===== config.mk =====
export PLATFORM = sky130hd
export DESIGN_NAME = demux1x4_dispatch
export DESIGN_NICKNAME = d
export VERILOG_FILES = /design/src/rtl/demux1x4_dispatch.sv
export SDC_FILE = /design/constraint.sdc
export NUM_CORES = 1
export LEC_CHECK = 0
export ABC_AREA = 1
export CORE_ASPECT_RATIO = 0.8
export CORE_MARGIN = 3
export CORE_UTILIZATION = 30
export DETAILED_ROUTE_END_ITERATION = 6
export MAX_ROUTING_LAYER = met4
export PLACE_DENSITY_LB_ADDON = 0.1
export SLEW_MARGIN = 5
export SYNTH_ARGS = -nofsm -noshare
export SYNTH_HDL_FRONTEND = slang
export SYNTH_SLANG_ARGS = --single-unit

===== constraint.sdc =====
create_clock -name clk -period 1.4 [get_ports clk]
set_input_delay 0.28 -clock clk [delete_from_list [all_inputs] [get_ports clk]]
set_output_delay 0.28 -clock clk [all_outputs]
set_load 0.03 [all_outputs]

===== src/rtl/demux1x4_dispatch.sv =====
// Registered 1-to-4 stream dispatcher: one valid/ready producer feeds four
// single-entry output slots, each with its own handshake and a delivery counter.
module demux1x4_dispatch #(
  parameter int DATA_W = 8,
  parameter int CNT_W  = 8
) (
  input  logic                clk,
  input  logic                rst_n,
  input  logic                in_valid,
  output logic                in_ready,
  input  logic [DATA_W-1:0]   in_data,
  input  logic [1:0]          in_sel,
  output logic [3:0]          out_valid,
  input  logic [3:0]          out_ready,
  output logic [4*DATA_W-1:0] out_data,
  output logic [4*CNT_W-1:0]  out_cnt
);

  typedef enum logic {
    ST_EMPTY = 1'b0,
    ST_FULL  = 1'b1
  } slot_state_e;

  logic [3:0] vld;
  logic       acc;

  // A full slot that drains this cycle can take the next word in the same cycle.
  always_comb begin
    in_ready = rst_n & (~vld[in_sel] | out_ready[in_sel]);
    acc      = in_valid & in_ready;
  end

  assign out_valid = vld;

  generate
    for (genvar gi = 0; gi < 4; gi++) begin : g_slot
      slot_state_e       state_q, state_d;
      logic [DATA_W-1:0] data_q, data_d;
      logic [CNT_W-1:0]  cnt_q, cnt_d;
      logic              acc_k;
      logic              drn_k;

      always_comb begin
        state_d = state_q;
        data_d  = data_q;
        cnt_d   = cnt_q;
        acc_k   = acc & (in_sel == 2'(gi));
        drn_k   = (state_q == ST_FULL) & out_ready[gi];
        case (state_q)
          ST_EMPTY: begin
            if (acc_k) begin
              state_d = ST_FULL;
              data_d  = in_data;
            end
          end
          ST_FULL: begin
            if (drn_k) begin
              cnt_d = cnt_q + 1'b1;
              if (acc_k) data_d = in_data;
              else       state_d = ST_EMPTY;
            end
          end
          default: state_d = ST_EMPTY;
        endcase
      end

      always_ff @(posedge clk) begin
        if (!rst_n) begin
          state_q <= ST_EMPTY;
          data_q  <= '0;
          cnt_q   <= '0;
        end else begin
          state_q <= state_d;
          data_q  <= data_d;
          cnt_q   <= cnt_d;
        end
      end

      assign vld[gi]                       = (state_q == ST_FULL);
      assign out_data[gi*DATA_W +: DATA_W] = data_q;
      assign out_cnt[gi*CNT_W +: CNT_W]    = cnt_q;
    end
  endgenerate

endmodule


; ---- Yosys cells after proc, flatten, opt, wreduce, memory -nomap -nowiden
; Cells that the tools add are included.
[classes]
n_addsub = 4
magnitude_cmp = 1
n_eq_ne = 7
muxes = 28
n_bitwise = 16
reduce_logical = 5
[op_table]
columns = op, n
row1 = 2-to-1 mux 8 bit, 8
row2 = one-hot mux 8 bit (2 select lines), 4
row3 = "adder 8 x 1 -> 8 bit, second input constant", 4
row4 = AND 1 bit, 10
row5 = 2-to-1 mux 1 bit, 10
row6 = "!= test 2 x 1 -> 1 bit, second input constant", 4
row7 = one-hot mux 1 bit (2 select lines), 4
row8 = AND reduction 2 bit, 4
row9 = inverter 1 bit, 5
row10 = binary-select mux 1 bit (select 2 bit), 2
row11 = "equality test 2 bit, second input constant", 2
row12 = "< comparator 2 x 3 -> 1 bit, second input constant", 1
row13 = "equality test 2 x 1 -> 1 bit, second input constant", 1
row14 = logical NOT 2 bit, 1
row15 = bitwise OR 1 bit, 1
[totals]
regBits = 68
inputBits = 17

; ---- Depth between registers and ports, before layout
; Gate-level depths: netlist (run 1).
[logic_depth]
depth_word = 10
mapped_depth = 12
depth_no_buf = 10

; ---- Worst setup path after synthesis (run 1)
; No wires, ideal clock.
[synth_path]
path_type = input port to output port
start = input port rst_n
end = output port in_ready
arrival_ps = 1304
required_ps = 1120
path_slack_ps = -184
path_stages = 4
path_buffers = 2
path_cell_list = buf_2 -> inv_1 -> buf_1 -> a21oi_1
[synth_via]
elab_chain_len = 1
[synth_rtl]
columns = element, line
row1 = "start, declared", 8  ; input logic rst_n,
row2 = AND 1 bit, 29  ; in_ready = rst_n & (~vld[in_sel] | out_ready[in_sel]);
row3 = "end, declared", 10  ; output logic in_ready,
; No other way between the ends.

; ---- Worst setup path after layout (run 1)
[layout_path]
start = register g_slot[2].state_q
end = output port in_ready
[layout_via]
elab_chain_len = 5
[layout_rtl]
columns = element, line
row1 = "start, declared", 37  ; slot_state_e state_q, state_d;
row2 = "start signal, assigned", 73  ; state_q <= state_d;
row3 = binary-select mux 1 bit (select 2 bit), 29
row4 = 2-to-1 mux 1 bit (not written as such), 29
row5 = inverter 1 bit, 29
row6 = bitwise OR 1 bit, 29
row7 = AND 1 bit, 29
; No other way between the ends. The select of a mux whose other input is x is not followed.

==> results of run 1 <==
-- cells in the mapped netlist --
library cell  count
nor2_4            2
clkinv_1          1
nand3_2           1
a21oi_1          16
inv_2             8
and3_1            1
nor2_1          103
buf_6             7
xnor2_1           1
o21ai_1           6
nand2_2           7
dfxtp_1          68
nand3_1           8
inv_1            63
nor3_1           10
nand2_8           1
xor2_1            2
o21ai_0           8
buf_4             5
nor3b_1           2
buf_1             1
nand4_1           2
ha_1              4
nand4_4           4
buf_2             2
nand2_1         115
clkbuf_1          2
-- metal layers --
metal  part of all wire [%]  vias up
li1                       -     1662
met1                     47     1405
met2                     47       70
met3                    5.6        4
met4                   0.68        0
met5                      0        -
-- power by group --
group | leakage (µW) | internal, µW | switching (µW) | total, µW
combinational | 0.00172 | 191 | 336 | 528
clock | 0.000144 | 1480 | 814 | 2290
sequential | 0.000556 | 1980 | 24.3 | 2000
total | 0.00242 | 3650 | 1170 | 4820
-- kinds of logic (layout without fill, tap and decap cells) --
| logic type | Yosys count | count (layout) | share of synthesized area (%) |
|---|---|---|---|
| AO/OA/AOI/OAI | 30 | 30 | 4.81 |
| adder cells (fa/ha/maj) | 4 | 4 | 1.60 |
| buffers and inverters | 89 | 224 | 13.1 |
| flip-flops | 68 | 68 | 43.6 |
| XOR/XNOR | 3 | 3 | 0.843 |
| AND/OR/NAND/NOR | 256 | 265 | 36.0 |
-- worst paths after layout --
| path | endpoint | slack, ps |
|---|---|---|
| max | in_ready | -170 |
| min | g_slot[0].state_q$_SDFF_PN0_ | 410 |
| max reg2reg | g_slot[2].state_q$_SDFF_PN0_ | -110 |
| min reg2reg | g_slot[1].cnt_q[7]$_SDFFE_PN0P_ | 470 |
-- cell usage in the layout (no fill, tap or decap), types with 2 or more instances in the layout --
master	instances
nand2_2	22
a21oi_2	5
nand2_8	2
clkbuf_2	3
buf_4	43
dfxtp_1	57
a21oi_1	11
o21ai_0	8
nor2_4	4
clkbuf_8	2
clkdlybuf4s15_1	20
buf_6	12
nand2_1	99
nand3_1	7
nor2_1	91
dfxtp_2	11
clkdlybuf4s15_2	2
inv_2	8
nand4_4	11
nor3_2	4
clkbuf_16	9
clkbuf_1	4
nor2_2	10
nor3_4	3
inv_1	63
xor2_1	2
ha_1	4
nor3_1	3
nand4_1	2
dlygate4sd2_1	45
clkdlybuf4s50_1	9
o21ai_1	6
-- final cells by class --
| class | instances | area [µm²] |
|---|---|---|
| Fill cell | 999 | 4860 |
| Tap cell | 136 | 170 |
| Timing Repair Buffer | 136 | 1210 |
| Sequential cell | 68 | 1380 |
| Clock buffer | 15 | 268 |
| Clock inverter | 1 | 30.0 |
| Multi-Input combinational cell | 302 | 1710 |
| Inverter | 72 | 270 |
-- timing repair --
item                       in CTS  in global routing
gates cloned                    8                  1
hold buffers                    0                  0
pin swaps                      13                 15
setup endpoints to repair     108                 70
resized for setup             105                 69
buffers inserted                7                  5
-- tightest hold or removal path: cells and delay by family --
kind            cells  cell delay, ps
buf+inv             2             290
simple gates        1              70
compound gates      1              50
-- sequential cells by signal, summed over array words and instances (netlist names) --
signal	flops
g_slot.state_q	4
g_slot.data_q	32
g_slot.cnt_q	32
-- per-stage QoR --
step / setup TNS, ps / power [µW] / hold slack (ps) / std cells
after floorplan: -6.43 / 2310 / 415 / 450
after global placement: -22720 / 2510 / 456 / 695
after detailed placement: -24520 / 2510 / 464 / 695
after CTS: -4180 / 4870 / 404 / 726
after global routing: -5510 / 5030 / 412 / 730
final: -1990 / 4820 / 412 / 730
==> flow_summary_export.csv, run 1 <==
group,metric,value,unit
synth,ys_seq_area_share,43.6,%
route,drtAntennaViolNets,0,
worst_hold_path,hold_class,"in -> reg",
sta,report.final.slew_viol_count,0,
critical_path,slowest_stage,"dfxtp_2",
synth,synth.distinct_cells,27,
sta,min_period,1570,ps
run,maxCapViolCount,0,
cts,cts_buffer_depth,2,
die,die_y,97.2,µm
grt,grt_max_degree,28,
sta,hold_viol_final,0,
sta,rsz0062_at_grt,"yes",
cts,cts.sink_count,68,
sta,tightest_slew,416,ps
cts,clkTransAtPathRegs,60,ps
sta,period_share,112,%
sta,slew_headroom,72.3,%
cts,htree_levels,3,
grt,overflow,0,
sta,setup_slack,-173,ps
synth,synth-seq-cells,68,
critical_path,cp-start-kind,"flip-flop",
route,vias_per_cell,4.30,
outcome,violations,"negative setup slack",
synth,syn-cell-area,0.00312,mm²
cts,ctsRootBufferMaster,"clkbuf_16",
power,irDropWorstVdd,0.554,mV
die,coreArea,0.00989,mm²
placed_design,place_area,0.00432,mm²
die,pin_count,86,
die,dieArea,0.0117,mm²
critical_path,path_cells,"buf_6 -> nand2_2 -> nand2_1 -> nand2_1 -> nand2_2 -> a21oi_2 -> buf_6",
outcome,status,"finished with violations",
final_layout,finish.instance_area,0.00503,mm²
critical_path,cp.depth,7,
synth,synth_warnings,0,
die,start_util,31.5,%
final_layout,diodes,0,
grt,busiest_layer,"met2",
sta,setup_violations,34,
final_layout,nNetsFinal,610,
grt,grt.met2_usage,24.7,%
power,p_per_area,960,mW/mm²
critical_path,crit_fanout,2,
critical_path,worstSetupPathType,"reg -> out",
synth,synth_area_per_cell,6.93,µm²
route,firstDrtPassIters,5,
worst_hold_path,hold_depth,4,
critical_path,crit_arrival,1290,ps
route,postRouteWirelength,9090,µm
power,leakage,0.00242,µW
route,avgRoutedWirePerCell,12.5,µm
critical_path,cp_top_family,"flip-flops",
die,fp-row-count,32,
critical_path,critical_path.startpoint,"g_slot[2].state_q$_SDFF_PN0_",
final_layout,area_growth,61.2,%
cts,clock_latency,330,ps
critical_path,cp_slowest_stage_delay,330,ps
cts,cts_tree,"done",
critical_path,worstPathRequired,1120,ps
synth,synth_top_area_cell,"dfxtp_1",
placed_design,preCtsSetupSlack,-543,ps
placed_design,dp.final_hpwl,5810,µm
route,drt_iter0_drc,183,
placed_design,gp_congestion,0.764,
critical_path,reg2reg_from,"g_slot[2].state_q$_SDFF_PN0_",
sta,final.setup_skew,6.44,ps
critical_path,path_buf_inv,2,
synth,yosysTopAreaCellShare,43.6,%
synth,synth_fp_nets,471,
synth,synth.area.top_cells,"dfxtp_1 44%, nand2_1 14%, nor2_1 12%, inv_1 7.6%, nand4_4 2.7%",
critical_path,ff2ff_path_depth,10,
grt,grt_pass1_wl,14600,µm
final_layout,layout-drive-gt1-share,26.8,%
synth,netlist_instances,450,
grt,grt_util_met3,4.77,%
worst_hold_path,hp-start,"out_ready[0]",
grt,antenna_found_initial,0,
final_layout,fin_util,50.8,%
route,vias,3141,
grt,grt_pass1_vias,2946,
die,die_w,120,µm
critical_path,endpoint_kind,"output pin",
route,drc,0,
placed_design,io_buffers,85,
cts,numCtsBuffers,9,
sta,fmax,0.636,GHz
grt,grt.total_usage,16.3,%
grt,gr-usage-met1,21.0,%
Power figures use the tool's default switching activity.
==> run 2: changes to the inputs <==
==> constraint.sdc (replaced) <==
create_clock -name clk -period 1.4 [get_ports clk]
set_input_delay 0.14 -clock clk [delete_from_list [all_inputs] [get_ports clk]]
set_output_delay 0.14 -clock clk [all_outputs]
set_load 0.03 [all_outputs]
==> run 2 against run 1 <==
  * The flow now finishes without violations
  * Largest power group unchanged
  * Sequential power is essentially flat
  * Largest cell class unchanged
  * Critical endpoint unchanged
  * Clock-buffer cell count shrank 1
  * Non-clock buffer count shrank 13
  * Worst setup slack gained 180 ps
==> flow_summary_export.csv, run 2 (synthesis results as in run 1) <==
group,metric,value,unit
grt,grt_pass1_wl,13200,µm
route,vias_per_cell,4.19,
die,die_w,120,µm
die,die_y,97.2,µm
power,power,4790,µW
run,maxCapViolCount,0,
route,drt_iter0_drc,129,
cts,clock_latency,330,ps
placed_design,io_buffers,85,
sta,setup_violations,0,
sta,min_period,1390,ps
sta,hold_viol_final,0,
grt,grt_max_degree,24,
critical_path,crit_fanout,4,
cts,ctsRootBufferMaster,"clkbuf_16",
cts,numCtsBuffers,9,
final_layout,largestRegisters,"g_slot.cnt_q x32, g_slot.data_q x32, g_slot.state_q x4",
placed_design,gp_congestion,0.780,
critical_path,endpoint_kind,"output pin",
final_layout,fin_util,48.4,%
grt,grt_pass1_vias,2752,
critical_path,cpMostUsedCell,"nand2_1",
critical_path,reg2reg_from,"g_slot[1].state_q$_SDFF_PN0_",
final_layout,nNetsFinal,592,
critical_path,crit_arrival,1250,ps
die,dieArea,0.0117,mm²
sta,slew_headroom,68.5,%
sta,tightest_slew,471,ps
route,drtAntennaViolNets,0,
die,start_util,31.5,%
power,irDropWorstVdd,0.708,mV
grt,antenna_found_initial,1,
route,drc,0,
placed_design,dp.final_hpwl,5700,µm
die,fp-row-count,32,
final_layout,area_growth,53.5,%
critical_path,slowest_stage,"dfxtp_2",
power,leakage,0.00245,µW
critical_path,cp_slowest_stage_delay,340,ps
power,p_per_area,1000,mW/mm²
critical_path,critical_path.startpoint,"g_slot[1].state_q$_SDFF_PN0_",
sta,hold_ws,176,ps
worst_hold_path,hp-start,"out_ready[0]",
sta,final.setup_skew,4.53,ps
sta,report.final.slew_viol_count,0,
cts,cts_buffer_depth,2,
placed_design,placed_cells,683,
critical_path,path_cells,"nand2_1 -> nand2_1 -> nand2_2 -> nand2_4 -> a21oi_2 -> buf_6",
critical_path,cp-start-kind,"flip-flop",
worst_hold_path,hold_class,"in -> reg",
cts,cts_tree,"done",
final_layout,fin_cells,712,
critical_path,ff2ff_path_depth,10,
placed_design,place_area,0.00424,mm²
die,coreArea,0.00989,mm²
cts,clkTransAtPathRegs,50,ps
grt,overflow,0,
final_layout,final_common_cell,"nand2_1",
final_layout,layout_common_cells,"105 x nand2_1, 100 x nor2_1, 69 x dlygate4sd2_1, 63 x inv_1, 57 x dfxtp_1",
cts,htree_levels,3,
route,avgRoutedWirePerCell,11.8,µm
cts,cts.sink_count,68,
sta,fmax,0.719,GHz
die,pin_count,86,
outcome,status,"finished clean",
grt,grt.total_usage,14.5,%
final_layout,finish.instance_area,0.00479,mm²
final_layout,layout-drive-gt1-share,20.2,%
sta,rsz0062_at_grt,"yes",
worst_hold_path,hold_depth,4,
critical_path,worstSetupPathType,"reg -> out",
sta,period_share,99.3,%
critical_path,worstPathRequired,1260,ps
route,postRouteWirelength,8430,µm
route,vias,2983,
route,firstDrtPassIters,4,
==> run 2: cell types whose count changed in the layout (fill, tap and decap cells not counted), moves of 6 or more <==
cell,previous run,this run
dlygate4sd2_1,45,69
clkdlybuf4s15_1,20,1
buf_4,43,31
buf_6,12,2
nor2_1,91,100
nor2_2,10,3
nand2_1,99,105
nand2_2,22,16
==> run 2: layout make-up <==
type / instances / area (µm²)
Fill cell: 1037 / 5100
Clock buffer: 14 / 274
Inverter: 72 / 270
Tap cell: 136 / 170
Antenna cell: 1 / 2.50
Clock inverter: 1 / 30.0
Sequential cell: 68 / 1380
Multi-Input combinational cell: 297 / 1520
Timing Repair Buffer: 123 / 1140
==> run 2: path summary, 6_finish.rpt <==
kind	slack (ps)	to
max	9	in_ready
min	180	g_slot[0].state_q$_SDFF_PN0_
max reg2reg	80	g_slot[3].data_q[1]$_SDFFE_PN0P_
min reg2reg	460	g_slot[1].cnt_q[7]$_SDFFE_PN0P_
==> run 2: report_power, final <==
group          internal [µW]  leakage [µW]  total [µW]  switching [µW]
Sequential              1980      0.000556        2000            24.1
Combinational            187       0.00174         492             305
Clock                   1520      0.000149        2300             787
==> run 2: routing by layer <==
layer | share of wire, % | global-route usage [%] | vias to the layer above
li1 | - | - | 1597
met1 | 50 | 18.8 | 1317
met2 | 44 | 21.8 | 60
met3 | 4.7 | 4.31 | 9
met4 | 0.88 | 4.49 | 0
met5 | 0 | - | -
==> run 2: per-stage QoR <==
stage | worst slack (ps) | setup TNS, ps
detailed placement | -414 | -16370
CTS | -17.8 | -17.8
floorplan | 18.7 | 0
finish | 9.26 | 0
global placement | -364 | -15140
global route | -54.8 | -132
==> run 2: worst max-delay path, delay by kind of cell (launching register included) <==
| kind | cells | cell delay, ps |
|---|---|---|
| buffers and inverters | 1 | 150 |
| and+or+nand+nor | 4 | 270 |
| DFF | 1 | 340 |
| AOI/OAI and AO/OA | 1 | 160 |
==> run 2: what timing repair did <==
item | CTS | global route
pin swaps | 5 | 10
buffers inserted | 2 | 5
cloned | 1 | 5
hold buffers | 0 | 0
resized for setup | 79 | 34
endpoints found under the setup margin | 103 | 44
